## src/rtl/prog_loader_if.sv

```systemverilog
// Loader-side handshake and program-memory write bus for prog_loader.
interface prog_loader_if;
  logic       load_req;
  logic [7:0] byte_in;
  logic       byte_valid;
  logic       byte_ready;
  logic       mem_we;
  logic [7:0] mem_addr;
  logic [7:0] mem_wdata;
  logic       cpu_run;
  logic       load_err;
  logic       busy;

  modport master (
    output load_req, byte_in, byte_valid,
    input  byte_ready, mem_we, mem_addr, mem_wdata, cpu_run, load_err, busy
  );

  modport slave (
    input  load_req, byte_in, byte_valid,
    output byte_ready, mem_we, mem_addr, mem_wdata, cpu_run, load_err, busy
  );
endinterface

```

## src/rtl/prog_loader.sv

```systemverilog
// Boot loader: receives length, payload and checksum bytes, writes the payload to
// program memory and releases the CPU when the checksum matches.
module prog_loader #(
  parameter int unsigned TIMEOUT_CYCLES = 1023
) (
  input logic         clk,
  input logic         rst,
  prog_loader_if.slave bus
);
  typedef enum logic [2:0] {IDLE, LEN, DATA, CSUM, RUN, ERR} state_t;

  localparam logic [15:0] TIMER_LAST = 16'(TIMEOUT_CYCLES - 1);

  state_t      state;
  logic [8:0]  len;
  logic [8:0]  cnt;
  logic [7:0]  sum;
  logic [15:0] timer;
  logic        ready;
  logic        we;
  logic [7:0]  addr;
  logic [7:0]  wdata;
  logic        run;
  logic        err;
  logic        accept;

  assign accept = ready & bus.byte_valid;

  always_ff @(posedge clk or posedge rst) begin
    if (rst) begin
      state <= IDLE;
      len   <= '0;
      cnt   <= '0;
      sum   <= '0;
      timer <= '0;
      ready <= 1'b0;
      we    <= 1'b0;
      addr  <= '0;
      wdata <= '0;
      run   <= 1'b0;
      err   <= 1'b0;
    end else begin
      we <= 1'b0;
      case (state)
        IDLE, RUN, ERR: begin
          if (bus.load_req) begin
            state <= LEN;
            ready <= 1'b1;
            run   <= 1'b0;
            err   <= 1'b0;
            cnt   <= '0;
            sum   <= '0;
            timer <= '0;
          end
        end
        LEN, DATA, CSUM: begin
          // An acceptance wins over a timeout expiring in the same cycle.
          if (accept) begin
            timer <= '0;
            if (state == LEN) begin
              len   <= (bus.byte_in == 8'h00) ? 9'd256 : {1'b0, bus.byte_in};
              state <= DATA;
            end else if (state == DATA) begin
              we    <= 1'b1;
              addr  <= cnt[7:0];
              wdata <= bus.byte_in;
              sum   <= sum + bus.byte_in;
              cnt   <= cnt + 9'd1;
              if (cnt == len - 9'd1) state <= CSUM;
            end else begin
              ready <= 1'b0;
              if (sum == bus.byte_in) begin
                state <= RUN;
                run   <= 1'b1;
              end else begin
                state <= ERR;
                err   <= 1'b1;
              end
            end
          end else if (timer == TIMER_LAST) begin
            state <= ERR;
            err   <= 1'b1;
            ready <= 1'b0;
          end else begin
            timer <= timer + 16'd1;
          end
        end
        default: begin
          state <= IDLE;
          ready <= 1'b0;
        end
      endcase
    end
  end

  assign bus.byte_ready = ready;
  assign bus.busy       = ready;
  assign bus.mem_we     = we;
  assign bus.mem_addr   = addr;
  assign bus.mem_wdata  = wdata;
  assign bus.cpu_run    = run;
  assign bus.load_err   = err;
endmodule

```

## src/flat_wrapper.sv

```systemverilog
// flat-port wrapper written by rule: the top's interface ports become plain ports
module prog_loader_flat 
#(
  parameter int unsigned TIMEOUT_CYCLES = 1023
)
  (clk, rst, bus_load_req, bus_byte_in, bus_byte_valid, bus_byte_ready, bus_mem_we, bus_mem_addr, bus_mem_wdata, bus_cpu_run, bus_load_err, bus_busy);
  prog_loader_if bus_i ();
  input logic clk;
  input logic rst;
  input wire logic [$bits(bus_i.load_req)-1:0] bus_load_req;
  input wire logic [$bits(bus_i.byte_in)-1:0] bus_byte_in;
  input wire logic [$bits(bus_i.byte_valid)-1:0] bus_byte_valid;
  output wire logic [$bits(bus_i.byte_ready)-1:0] bus_byte_ready;
  output wire logic [$bits(bus_i.mem_we)-1:0] bus_mem_we;
  output wire logic [$bits(bus_i.mem_addr)-1:0] bus_mem_addr;
  output wire logic [$bits(bus_i.mem_wdata)-1:0] bus_mem_wdata;
  output wire logic [$bits(bus_i.cpu_run)-1:0] bus_cpu_run;
  output wire logic [$bits(bus_i.load_err)-1:0] bus_load_err;
  output wire logic [$bits(bus_i.busy)-1:0] bus_busy;
  assign bus_i.load_req = bus_load_req;
  assign bus_i.byte_in = bus_byte_in;
  assign bus_i.byte_valid = bus_byte_valid;
  assign bus_byte_ready = bus_i.byte_ready;
  assign bus_mem_we = bus_i.mem_we;
  assign bus_mem_addr = bus_i.mem_addr;
  assign bus_mem_wdata = bus_i.mem_wdata;
  assign bus_cpu_run = bus_i.cpu_run;
  assign bus_load_err = bus_i.load_err;
  assign bus_busy = bus_i.busy;
  prog_loader #(.TIMEOUT_CYCLES(TIMEOUT_CYCLES)) u_core (.clk(clk), .rst(rst), .bus(bus_i));
endmodule
```

## config.mk

```make
export PLATFORM = sky130hd
export DESIGN_NAME = prog_loader_flat
export DESIGN_NICKNAME = d
export VERILOG_FILES = /design/src/rtl/prog_loader_if.sv /design/src/rtl/prog_loader.sv /design/src/flat_wrapper.sv
export SDC_FILE = /design/constraint.sdc
export NUM_CORES = 1
export LEC_CHECK = 0
export ABC_AREA = 0
export CAP_MARGIN = 20
export CORE_ASPECT_RATIO = 1.4
export CORE_MARGIN = 4
export CORE_UTILIZATION = 45
export CTS_BUF_LIST = sky130_fd_sc_hd__clkbuf_4 sky130_fd_sc_hd__clkbuf_8
export DETAILED_ROUTE_END_ITERATION = 6
export HOLD_SLACK_MARGIN = 0.08
export PLACE_DENSITY = 0.75
export SLEW_MARGIN = 5
export SYNTH_ARGS = -nofsm -noshare
export SYNTH_HDL_FRONTEND = slang
export SYNTH_SLANG_ARGS = --single-unit
export TNS_END_PERCENT = 20
```

## constraint.sdc

```tcl
create_clock -name clk -period 4.25 [get_ports clk]
set_clock_uncertainty 0.05 [all_clocks]
set_input_delay 0.425 -clock clk [delete_from_list [all_inputs] [get_ports clk]]
set_output_delay 0.425 -clock clk [all_outputs]
set_load 0.02 [all_outputs]
```

Word-level counts from Yosys, hierarchy flattened
Index checks and enable logic that the tools add are counted.

Bits of input ports: 12. Output and inout bits: 21. Flip-flop bits (word level): 65. Word-level logic and storage cells: 95.

Add/subtract/negate cells: 4. Equal/unequal tests: 20. Reduce and logical (&&, ||, !) cells: 13. Bitwise operators: 2. Mux-type cells: 45.

Operators with widths (number): 16-bit two-way mux (3); 9-bit two-way mux (5); 8-bit two-way mux (4); 16-bit one-hot mux with 2 select lines (1); 1-bit two-way mux (20); 3-bit two-way mux (6); 9-bit one-hot mux with 2 select lines (1); 16-bit by 1-bit adder with 16-bit output (second input constant) (1); 16-bit by 10-bit == test with 1-bit output (second input constant) (1); 8-bit one-hot mux with 2 select lines (1); 6-bit AND reduction (2); 9-bit by 1-bit adder with 9-bit output (second input constant) (1); 9-bit == test (1); 3-bit != test (second input constant) (3); 3-bit AND reduction (3); 9-bit by 1-bit subtractor with 9-bit output (second input constant) (1); 8-bit adder (1); 8-bit == test (1); 8-bit zero test (1); 4-bit AND reduction (2); 3-bit by 2-bit == test with 1-bit output (second input constant) (2); 3-bit == test (second input constant) (2); 2-bit by 1-bit != test with 1-bit output (second input constant) (3); 2-bit != test (second input constant) (3); 12 further kinds (15).

Longest topological paths before layout
Gate-level depths: netlist (run 1).

Depth after elaboration: 7. Gate-level depth with buffers: 9. Gate-level depth less buffers: 9.

Worst setup path before layout (run 1)
Ideal clock, no wire load.

Kind: input-to-reg. From: in bus_byte_in[0]. To: reg u_core.sum[6]. Buffers on the path: 0. Stages on the path: 9. Library setup time: 122 ps. Arrival: 1900 ps. Data required time: 4078 ps. Slack: 2178 ps. Cells stage by stage: ha_1 > inv_1 > fa_1 > nor2b_1 > o21ai_0 > a21boi_0 > o21a_1 > or3_1 > a32o_1.

Longest elaborated chain between the ends: 5.

RTL lines: start: declaration (RTL line flat_wrapper.sv:11) `input wire logic [$bits(bus_i.byte_in)-1:0] bus_byte_in;`; 8-bit adder (RTL line prog_loader.sv:67) `sum <= sum + bus.byte_in;`; 8-bit two-way mux (RTL line prog_loader.sv:63) `end else if (state == DATA) begin`; 8-bit two-way mux (RTL line prog_loader.sv:60) `if (state == LEN) begin`; 8-bit two-way mux (RTL line prog_loader.sv:58) `if (accept) begin`; 8-bit one-hot mux with 2 select lines (RTL line prog_loader.sv:44) `case (state)`; end signal: assignment (RTL line prog_loader.sv:67); end: declaration (RTL line prog_loader.sv:17) `logic [7:0] sum;`.

No other way between the ends. The select of a mux whose other input is x is not followed. A chain may end at the register's enable or synchronous reset.

Worst setup path after layout (run 1)
From: reg u_core.state[1]. To: reg u_core.cnt[8].

Longest elaborated chain between the ends: 4. Elaborated cells between the ends (all ways): 15. Classes of those cells: 9 x eq/ne; 1 x mux; 5 x reduce/logical.

RTL lines: start: declaration (RTL line prog_loader.sv:14) `state_t state;`; start signal: assignment (RTL line prog_loader.sv:31) `state <= IDLE;`; start signal: assignment (RTL line prog_loader.sv:47) `state <= LEN;`; start signal: assignment (RTL line prog_loader.sv:62) `state <= DATA;`; 3-bit by 2-bit == test with 1-bit output, or another cell as far along (RTL line prog_loader.sv:44); 3-bit OR reduction (RTL line prog_loader.sv:44); 2-bit by 1-bit != test with 1-bit output (no source line), or another cell as far along; 5-bit AND reduction (no source line); end signal: assignment (RTL line prog_loader.sv:68) `cnt <= cnt + 9'd1;`; end: declaration (RTL line prog_loader.sv:16) `logic [8:0] cnt;`.

Parallel ways exist; a longest one is shown, timed or not.

==> run metrics, run 1 <==
P_leak=1.93 nW; count of hold-fix buffers inserted at cts=0; max-cap violations=0; Worst Setup Path Type=register to register; slowest cell on the critical path=dfrtp_1; nets@finish=436; PD cells=317 nW/µm²; Hold Fails Final Rpt=0; Final min period=2.53 ns; H-Tree Depth=3; Final Util=0.535; Root Buffer=clkbuf_8; peak supply drop=0.220 mV; Via density=5.51; clk sinks=65; Synth area leader=dfrtp_1; final setup fails=0; Crit path buffers/inverters=0; multi-input logic area=1810 µm²; mean post-synth cell area=9.29 µm²; sequential area share after synthesis=0.452; grt ovf=0; P_sw=0.000359 W; Max clock buf depth=2; total number of vias=2849; critical path cell sequence=o21bai_4, o22ai_4, and2_1, nand3_1, or3_1, a21oi_1; drt first pass iters=6; drt total wl=7860 µm; DR iter-0 viols=100; CTS buffer count=9; CP arrival=2.75 ns; CP peak stage delay=0.69 ns; largest cells by area after synthesis=dfrtp_1 45%, nand2_1 7.0%, xor2_1 6.1%; Synth cell types=55; Net Count, Synth=411; die area=9500 µm²; Internal Pwr Total=0.000953 W; share of cells above drive strength 1=0.0887; Worst EP required=4.47 ns; EDFF count, synth=0; Synth Instances=387; initial antenna violation count=0; largest net degree at the start of global routing=44; gr usage total=0.175; wire per inst=15.2 µm; core area=7750 µm²; setup_tns=0 ns; estimated wirelength of the detail-placed design=5670 µm; Post-CTS Resized=0; FMAX=395 MHz; FP Rows=38; Synthesis Warnings=0; Layout area overhead=15.2%; net switching share of the total power=0.274; count leader, synth=nand2_1; delay-heaviest family, CP=simple AND/OR/NAND/NOR gates; Die Width=83.5 µm; CTS tree=done; Setup Fix Bufs, Post-CTS=0; Gate power share=0.098; hold slack final=0.430 ns; Clock Power Share=0.380; first-pass GRT wire length=13400 µm; sequential share of power=0.522; CP max FO=23; RSZ-0062 raised after global routing=false; FF+latch count, synth=65; Initial Util=0.464; vias in the first global route=2903; # DRC=0; FF/Latch Area=1630 µm²; post-route setup slack=1.72 ns; Final Cycle Share=0.595; Worst setup EP type=register; Port Buf Inserts=32; die span in y=114 µm; Async S/R FF share, synth=1.00; Slew Limit Fails=0; # diodes=0; FILL cells=717; GPL Wtd Cong=0.893; Yosys top cell area share=0.452; Worst Tran Pin Value=0.903 ns; Synth top cells by count=67 x nand2_1, 65 x dfrtp_1, 36 x nor2_1, 25 x o21ai_0, 25 x xor2_1; synthesized area=3590 µm²; outcome=complete, no violations; dpl ws=1.39 ns; CP Launch Type=register; Post-DRT Antenna Nets=0; Worst-path clk slew=0.07 ns; Top Ports=33; max_slew headroom=0.397; Post-synth top flop=dfrtp_1; Hold Path Class=register to register; Skew-Pair Late Insertion Delay=0.35 ns
## power by group through the flow
stage,combinational [W],sequential (W),clock (W)
2_1_floorplan,0.0000956,0.000686,0
3_3_place_gp,0.000127,0.000692,0
3_5_place_dp,0.000129,0.000696,0
4_1_cts,0.000130,0.000684,0.000508
5_1_grt,0.000148,0.000690,0.000537
6_report,0.000129,0.000684,0.000499
## state kept, by name, summed over array words and instances, names as in the netlist, 3 cells and up
| register | count |
|---|---|
| u_core.bus.mem_addr | 8 |
| u_core.bus.mem_wdata | 8 |
| u_core.cnt | 9 |
| u_core.len | 9 |
| u_core.state | 3 |
| u_core.sum | 8 |
| u_core.timer | 16 |
## logic make-up after synthesis
| kind of cell | count (synthesis) | synth area share |
|---|---|---|
| AO/OA/AOI/OAI | 70 | 0.134 |
| XOR/XNOR | 32 | 0.0780 |
| adder cells (fa/ha/maj) | 12 | 0.0439 |
| buffers and inverters | 35 | 0.0452 |
| flip-flops | 65 | 0.452 |
| multiplexers | 8 | 0.0244 |
| AND/OR/NAND/NOR | 165 | 0.222 |
## cell usage in the layout (no fill, tap or decap), types with 8 or more instances in the layout
cell type / Yosys / routed
nor2_1: 36 / 36
o21ai_0: 25 / 25
a21oi_1: 13 / 13
xor2_1: 25 / 25
nand4_1: 12 / 12
clkdlybuf4s50_1: 0 / 32
nand3_1: 8 / 8
clkbuf_8: 0 / 11
ha_1: 11 / 11
dfrtp_1: 65 / 65
inv_1: 14 / 13
nand2_1: 67 / 67
## area by class of cell
| type | instances | share of cell area |
|---|---|---|
| multi-input cells | 287 | 0.436 |
| flip-flops and latches | 65 | 0.393 |
| repair buffers | 35 | 0.0828 |
| clock buffers | 11 | 0.0365 |
| well taps | 100 | 0.0302 |
| inverters | 14 | 0.0127 |
| clock inverters | 5 | 0.00936 |
## worst reg2reg max path, stage by stage (launching register included)
cell      delay (ns)
dfrtp_1         0.69
o21bai_4        0.14
o22ai_4         0.52
and2_1          0.38
nand3_1         0.16
or3_1           0.38
a21oi_1         0.14
## through the flow
step                total power, W  cell area, µm²  std cells
finish                     0.00131            4140        517
global route               0.00137            4140        517
CTS                        0.00132            4140        517
detailed placement        0.000825            3950        501
global placement          0.000819            3950        501
floorplan                 0.000782            3590        387
## worst paths after layout
| path | start | end | slack (ns) | depth (start not counted) |
|---|---|---|---|---|
| max reg2reg | u_core.state[1]$_DFFE_PP0P_ | u_core.cnt[8]$_DFFE_PP0P_ | 1.72 | 6 |
| max | u_core.state[1]$_DFFE_PP0P_ | u_core.cnt[8]$_DFFE_PP0P_ | 1.72 | 6 |
| max in group asynchronous | rst | u_core.len[2]$_DFFE_PP0P_ | 2.76 | 3 |
| min reg2reg | u_core.bus.mem_addr[6]$_DFFE_PP0P_ | u_core.bus.mem_addr[6]$_DFFE_PP0P_ | 0.43 | 2 |
| min | u_core.bus.mem_addr[6]$_DFFE_PP0P_ | u_core.bus.mem_addr[6]$_DFFE_PP0P_ | 0.43 | 2 |
| min in group asynchronous | rst | u_core.bus.mem_addr[2]$_DFFE_PP0P_ | 0.54 | 2 |
## metal layers
metal | part of all wire | GRT usage
met5 | 0 | 0
met4 | 0.024 | 0.0869
met3 | 0.038 | 0.0390
met2 | 0.53 | 0.316
met1 | 0.41 | 0.193
Note: power is estimated with default switching activity, not from simulation.
==> run 2, diff against run 1 <==
PLACE_DENSITY = 0.77   (was 0.75)
clock period = 2.04 ns   (was 4.25 ns; I/O delays follow)
==> run metrics, run 2 (synthesis results as in run 1) <==
commonest cells after routing, fill and taps aside=67 x nand2_1, 65 x dfrtp_1, 49 x buf_4, 36 x nor2_1, 32 x clkdlybuf4s50_1; Reg2Reg Setup Slack=-0.06 ns; H-Tree Depth=3; Worst setup EP type=register; CP arrival=2.29 ns; CP Launch Type=register; Worst Setup Path Type=register to register; Hold Path Class=input port to async pin; Initial Util=0.464; Worst Tran Pin Value=0.415 ns; largest net degree at the start of global routing=26; PD cells=650 nW/µm²; RSZ-0062 raised after global routing=true; core area=7750 µm²; estimated wirelength of the detail-placed design=6630 µm; max-cap violations=0; Register-to-Register Path Depth=9; CTS tree=done; CP startpoint=u_core.sum[0]$_DFFE_PP0P_; die area=9500 µm²; Layout area overhead=32.5%; nets@finish=486; Worst R2R Start=u_core.sum[0]$_DFFE_PP0P_; CTS buffer count=9; P_sw=0.000765 W; FMAX=477 MHz; CP endpoint=u_core.sum[6]$_DFFE_PP0P_; Worst EP required=2.23 ns; P_leak=2.24 nW; Worst-path clk slew=0.07 ns; die span in y=114 µm; DR iter-0 viols=154; Final Cycle Share=1.03; vias in the first global route=3304; CP max FO=2; Clock Power Share=0.422; share of cells above drive strength 1=0.233; Skew-Pair Late Insertion Delay=0.35 ns; Hold Fails Final Rpt=0; Die Width=83.5 µm; drt first pass iters=4; post-route setup slack=-0.0576 ns; drt total wl=9080 µm; max reg flops=16; gr usage total=0.203; final setup fails=3; setup_tns=-0.0949 ns; total number of vias=3135; Via density=5.53; count of hold-fix buffers inserted at cts=0; # diodes=0; Max clock buf depth=2; first-pass GRT wire length=15300 µm; Final min period=2.10 ns; Post-DRT Antenna Nets=0; FILL cells=647; initial antenna violation count=0; Top Ports=33; Slew Limit Fails=0; Gate power share=0.121; Top reg by flops=u_core.timer; wire per inst=16.0 µm; failing checks=negative setup slack; GPL Wtd Cong=0.847; Final Util=0.614; grt ovf=0; worst flop-to-flop path endpoint=u_core.sum[6]$_DFFE_PP0P_; clk sinks=65; net switching share of the total power=0.247; max_slew headroom=0.722; most common cell after layout, fill and taps aside=nand2_1; Internal Pwr Total=0.00233 W; # DRC=0; outcome=finished, violations left; Port Buf Inserts=32; peak supply drop=0.423 mV; Top Registers=u_core.timer: 16 flops, u_core.cnt: 9 flops, u_core.len: 9 flops; FP Rows=38; Root Buffer=clkbuf_8; sequential share of power=0.457
==> run 2: cell types whose count changed in the layout (fill, tap and decap cells not counted), sizes merged <==
cell | before | now
buf | 3 | 53
bufinv | 0 | 2
clkbuf | 11 | 12
clkinv | 3 | 2
clkinvlp | 1 | 0
inv | 15 | 14
==> run 2: power groups by stage <==
stage	clock, W	sequential, W	combinational, W
2_1_floorplan	0	0.00143	0.000199
3_3_place_gp	0	0.00143	0.000335
3_5_place_dp	0	0.00144	0.000345
4_1_cts	0.00133	0.00141	0.000358
5_1_grt	0.00139	0.00142	0.000419
6_report	0.00131	0.00141	0.000375
==> run 2: metal layers <==
metal  global-route usage  wire length [µm]
met2                0.361              4820
met4                0.136               403
met5                    0                 0
met3               0.0318               273
met1                0.221              3590
==> run 2: through the flow <==
stage	hold slack, ns	total power (W)	instances	instance area [µm²]	worst slack [ns]
floorplan	0.259	0.00163	387	3590	0.0401
global route	0.161	0.00323	567	4760	-0.128
CTS	0.107	0.00310	564	4610	-0.0338
detailed placement	0.416	0.00178	548	4340	-0.421
finish	0.106	0.00309	567	4760	-0.0576
global placement	0.411	0.00176	548	4340	-0.391
==> run 2: repair_timing <==
action | CTS | global route
buffers inserted | 0 | 3
pin swaps | 2 | 17
gates resized for setup | 7 | 24
setup endpoints to repair | 10 | 12
==> run 2: layout make-up <==
type | instances | area, µm² | area share
multi-input combinational | 287 | 1960 | 0.411
sequential | 65 | 1630 | 0.342
timing repair buffer | 85 | 759 | 0.159
clock buffer | 12 | 165 | 0.0347
tap | 100 | 125 | 0.0263
clock inverter | 4 | 73.8 | 0.0155
inverter | 14 | 52.6 | 0.0110
==> run 2: critical path, cell delays in order (launching register included) <==
cell and delay [ns]:
dfrtp_1 0.42, ha_4 0.19, inv_2 0.05, fa_2 0.19, nor2b_1 0.05, o21ai_1 0.19, a21boi_1 0.11, o21a_1 0.20
or3_1 0.31, a32o_1 0.22
==> run 2: how the worst min path moves through the flow <==
| stage | from | to | slack, ns | depth (start not counted) |
|---|---|---|---|---|
| after floorplan | bus_byte_in[0] | u_core.bus.mem_wdata[0]$_DFFE_PP0P_ | 0.26 | 2 |
| after global placement | u_core.bus.mem_addr[3]$_DFFE_PP0P_ | u_core.bus.mem_addr[3]$_DFFE_PP0P_ | 0.41 | 2 |
| after detailed placement | u_core.bus.mem_wdata[7]$_DFFE_PP0P_ | u_core.bus.mem_wdata[7]$_DFFE_PP0P_ | 0.42 | 2 |
| after CTS | rst | u_core.cnt[7]$_DFFE_PP0P_ | 0.11 | 2 |
| after global routing | rst | u_core.cnt[7]$_DFFE_PP0P_ | 0.16 | 2 |
| final | rst | u_core.cnt[7]$_DFFE_PP0P_ | 0.11 | 2 |
